==> config.mk <==
export PLATFORM = sky130hd
export DESIGN_NAME = fd_pipe_reg
export DESIGN_NICKNAME = d
export VERILOG_FILES = /design/src/rtl/fd_pkg.sv /design/src/rtl/fd_skid_buf.sv /design/src/rtl/fd_pipe_reg.sv
export SDC_FILE = /design/constraint.sdc
export NUM_CORES = 1
export LEC_CHECK = 0
export CAP_MARGIN = 20
export CORE_MARGIN = 2
export CORE_UTILIZATION = 40
export DETAILED_ROUTE_END_ITERATION = 6
export DONT_BUFFER_PORTS = 1
export MAX_ROUTING_LAYER = met4
export PLACE_DENSITY = 0.61
export SLEW_MARGIN = 15
export SYNTH_ARGS = -nofsm -noshare
export SYNTH_HDL_FRONTEND = slang
export SYNTH_HIERARCHICAL = 1
export SYNTH_SLANG_ARGS = --single-unit
==> constraint.sdc <==
create_clock -name clk -period 2 [get_ports clk]
set_clock_uncertainty 0.2 [all_clocks]
set_input_delay 0.6 -clock clk [delete_from_list [all_inputs] [get_ports clk]]
set_output_delay 0.6 -clock clk [all_outputs]
set_load 0.005 [all_outputs]
==> src/rtl/fd_pkg.sv <==
// fd_pkg: shared types and constants for the fetch->decode pipeline register
package fd_pkg;

    localparam int XLEN = 32;
    localparam logic [XLEN-1:0] NOP_INSTR = 32'h00000013;

    typedef enum logic [1:0] {
        RUN    = 2'd0,
        STALL  = 2'd1,
        FLUSH  = 2'd2,
        REPLAY = 2'd3
    } fd_state_e;

    typedef struct packed {
        logic [XLEN-1:0] pc;
        logic [XLEN-1:0] pc4;
        logic [XLEN-1:0] instr;
        logic            valid;
    } fd_entry_t;

    localparam fd_entry_t FD_KILL = '{pc: '0, pc4: '0, instr: NOP_INSTR, valid: 1'b0};

endpackage

==> src/rtl/fd_skid_buf.sv <==
// fd_skid_buf: one-entry capture/hold/clear buffer for the instruction seen at stall entry
module fd_skid_buf
    import fd_pkg::*;
(
    input  logic            clk,
    input  logic            rst,
    input  logic            cap,
    input  logic            clr,
    input  logic [XLEN-1:0] d_instr,
    input  logic [XLEN-1:0] d_pc,
    input  logic            d_valid,
    output logic [XLEN-1:0] instr,
    output logic [XLEN-1:0] pc,
    output logic            valid
);

    // clear wins over capture; otherwise the entry holds until the next stall entry
    always_ff @(posedge clk) begin
        if (rst || clr) begin
            instr <= NOP_INSTR;
            pc    <= '0;
            valid <= 1'b0;
        end else if (cap) begin
            instr <= d_instr;
            pc    <= d_pc;
            valid <= d_valid;
        end
    end

endmodule

==> src/rtl/fd_pipe_reg.sv <==
// fd_pipe_reg: fetch->decode pipeline register with stall hold, replay and flush kill (optional FD_PERF_CNT_EN counters)
module fd_pipe_reg
    import fd_pkg::*;
(
    input  logic            clk,
    input  logic            rst,
    input  logic [XLEN-1:0] f_pc,
    input  logic [XLEN-1:0] f_pc4,
    input  logic            f_valid,
    input  logic [XLEN-1:0] imem_rdata,
    input  logic            stall,
    input  logic            flush,
    output logic [XLEN-1:0] RegFD_PC,
    output logic [XLEN-1:0] RegFD_PC4,
    output logic [XLEN-1:0] RegFD_instr,
    output logic            RegFD_valid,
    output logic [XLEN-1:0] Stallunit_inst,
    output logic [XLEN-1:0] StallUnit_PC,
    output logic            Forward_instr,
    output logic            forward_PC
`ifdef FD_PERF_CNT_EN
    ,
    output logic [31:0]     stall_cycles,
    output logic [31:0]     flush_count
`endif
);

    fd_state_e       state, state_nxt;
    logic [XLEN-1:0] s0_pc, s0_pc4;
    logic            s0_valid;
    fd_entry_t       fd_q, fd_d;
    logic            cap, clr, fwd;
    logic [XLEN-1:0] sk_instr, sk_pc;
    logic            sk_valid;

    // next state, skid control and next RegFD contents; flush outranks stall
    always_comb begin
        state_nxt = flush ? FLUSH : stall ? STALL : (state == STALL) ? REPLAY : RUN;
        cap       = stall && !flush && (state != STALL);
        clr       = flush || ((state == STALL) && !stall);
        fd_d      = flush ? FD_KILL :
                    stall ? fd_q :
                    (state == STALL) ? fd_entry_t'{pc: sk_pc, pc4: s0_pc4, instr: sk_instr, valid: sk_valid} :
                    fd_entry_t'{pc: s0_pc, pc4: s0_pc4, instr: s0_valid ? imem_rdata : NOP_INSTR, valid: s0_valid};
    end

    // state register and registered replay select
    always_ff @(posedge clk) begin
        if (rst) begin
            state <= RUN;
            fwd   <= 1'b0;
        end else begin
            state <= state_nxt;
            fwd   <= (state_nxt == REPLAY);
        end
    end

    // align stage: PC of the imem read whose data arrives next cycle; a flush marks it wrong-path
    always_ff @(posedge clk) begin
        if (rst) begin
            s0_pc    <= '0;
            s0_pc4   <= '0;
            s0_valid <= 1'b0;
        end else if (flush) begin
            s0_pc    <= f_pc;
            s0_pc4   <= f_pc4;
            s0_valid <= 1'b0;
        end else if (!stall) begin
            s0_pc    <= f_pc;
            s0_pc4   <= f_pc4;
            s0_valid <= f_valid;
        end
    end

    // RegFD stage
    always_ff @(posedge clk) begin
        if (rst) fd_q <= FD_KILL;
        else     fd_q <= fd_d;
    end

    fd_skid_buf u_skid (
        .clk     (clk),
        .rst     (rst),
        .cap     (cap),
        .clr     (clr),
        .d_instr (s0_valid ? imem_rdata : NOP_INSTR),
        .d_pc    (s0_pc),
        .d_valid (s0_valid),
        .instr   (sk_instr),
        .pc      (sk_pc),
        .valid   (sk_valid)
    );

`ifdef FD_PERF_CNT_EN
    // stall cycles counted per cycle spent in STALL; flushes counted per accepted flush
    always_ff @(posedge clk) begin
        if (rst) begin
            stall_cycles <= '0;
            flush_count  <= '0;
        end else begin
            stall_cycles <= stall_cycles + {31'd0, state == STALL};
            flush_count  <= flush_count + {31'd0, flush};
        end
    end
`endif

    assign RegFD_PC       = fd_q.pc;
    assign RegFD_PC4      = fd_q.pc4;
    assign RegFD_instr    = fd_q.instr;
    assign RegFD_valid    = fd_q.valid;
    assign Stallunit_inst = sk_instr;
    assign StallUnit_PC   = sk_pc;
    assign Forward_instr  = fwd;
    assign forward_PC     = fwd;

endmodule
==> summary.md <==
| Metric | Value |
|---|---|
| # diodes | 0 |
| Die Wd | 152 µm |
| Core Util, Final | 45.8% |
| Via count of the routed design | 6583 |
| Initial Utilization | 40.5% |
| Ports | 264 |
| Clock root buffer | clkbuf_16 |
| Max Root-Sink Buffers | 3 |
| Synth area leaders | dfxtp_1 (52%), mux2i_1 (12%), nand2_1 (11%) |
| CP arrival | 930 ps |
| Final #Nets | 1071 |
| Num CTS Buffers | 25 |
| Final ANT Viol Nets | 0 |
| Endpoints failing setup | 0 |
| Chip height | 152 µm |
| Maximum VDD drop | 0.547 mV |
| Peak Freq | 579 MHz |
| Placed cell area | 0.00903 mm² |
| Initial antenna violation count | 0 |
| Cells resized by post-CTS repair | 0 |
| Router iterations before antenna repair | 4 |
| Total die area | 0.0232 mm² |
| Critical path startpoint category | flop |
| Status | finished, final reports clean |
| Crit path kind | reg -> out |
| Dominant cell type by area after synthesis | dfxtp_1 |
| GPL Wtd Cong | 0.797 |
| Synth unique cells | 19 |
| Via density | 5.19 |
| CTS Hold Bufs | 4 |
| RSZ-0062 raised after global routing | false |
| CORE AREA | 0.0217 mm² |
| Clk_lat worst skew | 510 ps |
| Worst slew pin tran | 634 ps |
| # DRC | 0 |
| DP HPWL | 13900 µm |
| Critical path required time | 1200 ps |
| Most frequent cells in the layout | nand2_1 (255), dfxtp_1 (230), nor2_1 (158) |
| Worst-path maximum fanout | 2 |
| Post-Syn Area | 0.00878 mm² |
| Hold Slack | 23.8 ps |
| Vias in the first global route | 6425 |
| CTS Sinks | 230 |
| Routed WL per cell | 17.7 µm |
| Layout cells sized above 1 | 6.78% |
| Max Slew Vio Count | 0 |
| Clock Pin Slew Worst Setup and Hold Paths | 60 ps |
| Gr ovfl total | 0 |
| Worst slew margin | 57.8% |
| Pwr Density | 1020 mW/mm² |
| Yosys warnings | 6 |
| Max H-tree Level | 1 |
| Leak | 3.68 nW |
| Share of the yosys chip area belonging to registers | 52.4% |
| Largest net degree at the start of global routing | 126 |
| Placed Cells | 1219 |
| Layout area overhead | 13.1% |
| Gr usage total | 19.2% |
| Hold crit path type | in -> reg |
| Port Buffers | 0 |
| Period minus WS final | 1730 ps |
| Post-CTS Setup Bufs | 0 |
| Post-synth top area share | 52.4% |
| Fin area | 0.00993 mm² |
| Most common cell after layout, fill and taps aside | nand2_1 |
| Mapped Cells | 1002 |
| Final setup TNS | 0 ps |
| Avg Inst Size Synth | 8.77 µm² |
| First-pass GRT wire length | 35600 µm |
| Row count | 54 |
| Number of synthesized register bits | 230 |
| Net Count, Synth | 1103 |
| CP endpoint kind | primary output |
| Max-Cap Viols | 0 |
| Fin crit share | 86.3% |
| Routed WL | 22400 µm |
| Final hold violation count | 0 |
| CTS tree | yes |
| DR iter-0 viols | 362 |
| Post-Layout Cell Count | 1268 |
[per-layer routing]
layer  part of all wire [%]  GRT usage, %
met1                     43          23.8
met2                     45          30.1
met3                     10          6.74
met4                    2.0          4.90
met5                      0             -
[power by group]
part | internal [mW] | switching (mW) | leakage, nW
combinational | 0.250 | 0.376 | 1.39
sequential | 4.73 | 0.115 | 1.88
clock | 2.85 | 1.81 | 0.417
total | 7.84 | 2.30 | 3.68
[logic make-up after synthesis]
family | count (synthesis) | share of synthesized area [%]
mux | 101 | 11.5
buf+inv | 83 | 5.20
compound gates | 134 | 10.3
flops | 230 | 52.4
simple gates | 454 | 20.6
[through the flow]
stage / worst slack (ps) / power [mW]
3_3_place_gp: 116 / 5.54
4_1_cts: 253 / 10.3
3_5_place_dp: 86.7 / 5.55
6_report: 274 / 10.1
5_1_grt: 215 / 10.5
2_1_floorplan: 22.0 / 5.41
[flip-flops by register name, summed over array words and instances (netlist names)]
name and cells:
s0_pc 32, RegFD_PC4 32, s0_pc4 32, RegFD_PC 32, u_skid/pc 32, u_skid/valid 1, Forward_instr 1, s0_valid 1
state 2, RegFD_valid 1, u_skid/instr 32, RegFD_instr 32
[area by class of cell]
cell class                 count  area (µm²)
clock buffer                  39         758
clock inverter                 6        83.8
fill                        2115       11800
inverter                       1        6.26
multi-input combinational    689        3750
sequential                   230        4600
tap                          280         350
timing repair buffer          23         375
[worst paths after layout]
kind	from	end	slack, ps	depth (start not counted)
worst min-delay path	stall	RegFD_instr[4]$_SDFFE_PP1N_	20	1
worst max register to register	state[0]$_SDFF_PP0_	u_skid/instr[21]$_SDFFE_PP0P_	290	5
worst max-delay path	RegFD_PC[31]$_SDFFE_PP0N_	RegFD_PC[31]	270	0
worst min register to register	s0_pc4[5]$_SDFFE_PP0P_	s0_pc4[5]$_SDFFE_PP0P_	250	2
[Yosys cell counts]
cell      count
nor2_1      159
buf_2        47
a311oi_1     62
buf_4        13
and2_1       29
or2b_1        3
nor3_1        1
a21oi_1      68
a21o_1        1
o21ai_0       3
nand2b_1      2
nor2b_1       3
mux2i_1     101
nand2_1     255
clkbuf_1     17
or2_1         2
dfxtp_1     230
inv_2         1
buf_6         5
Note: power is estimated with default switching activity, not from simulation.
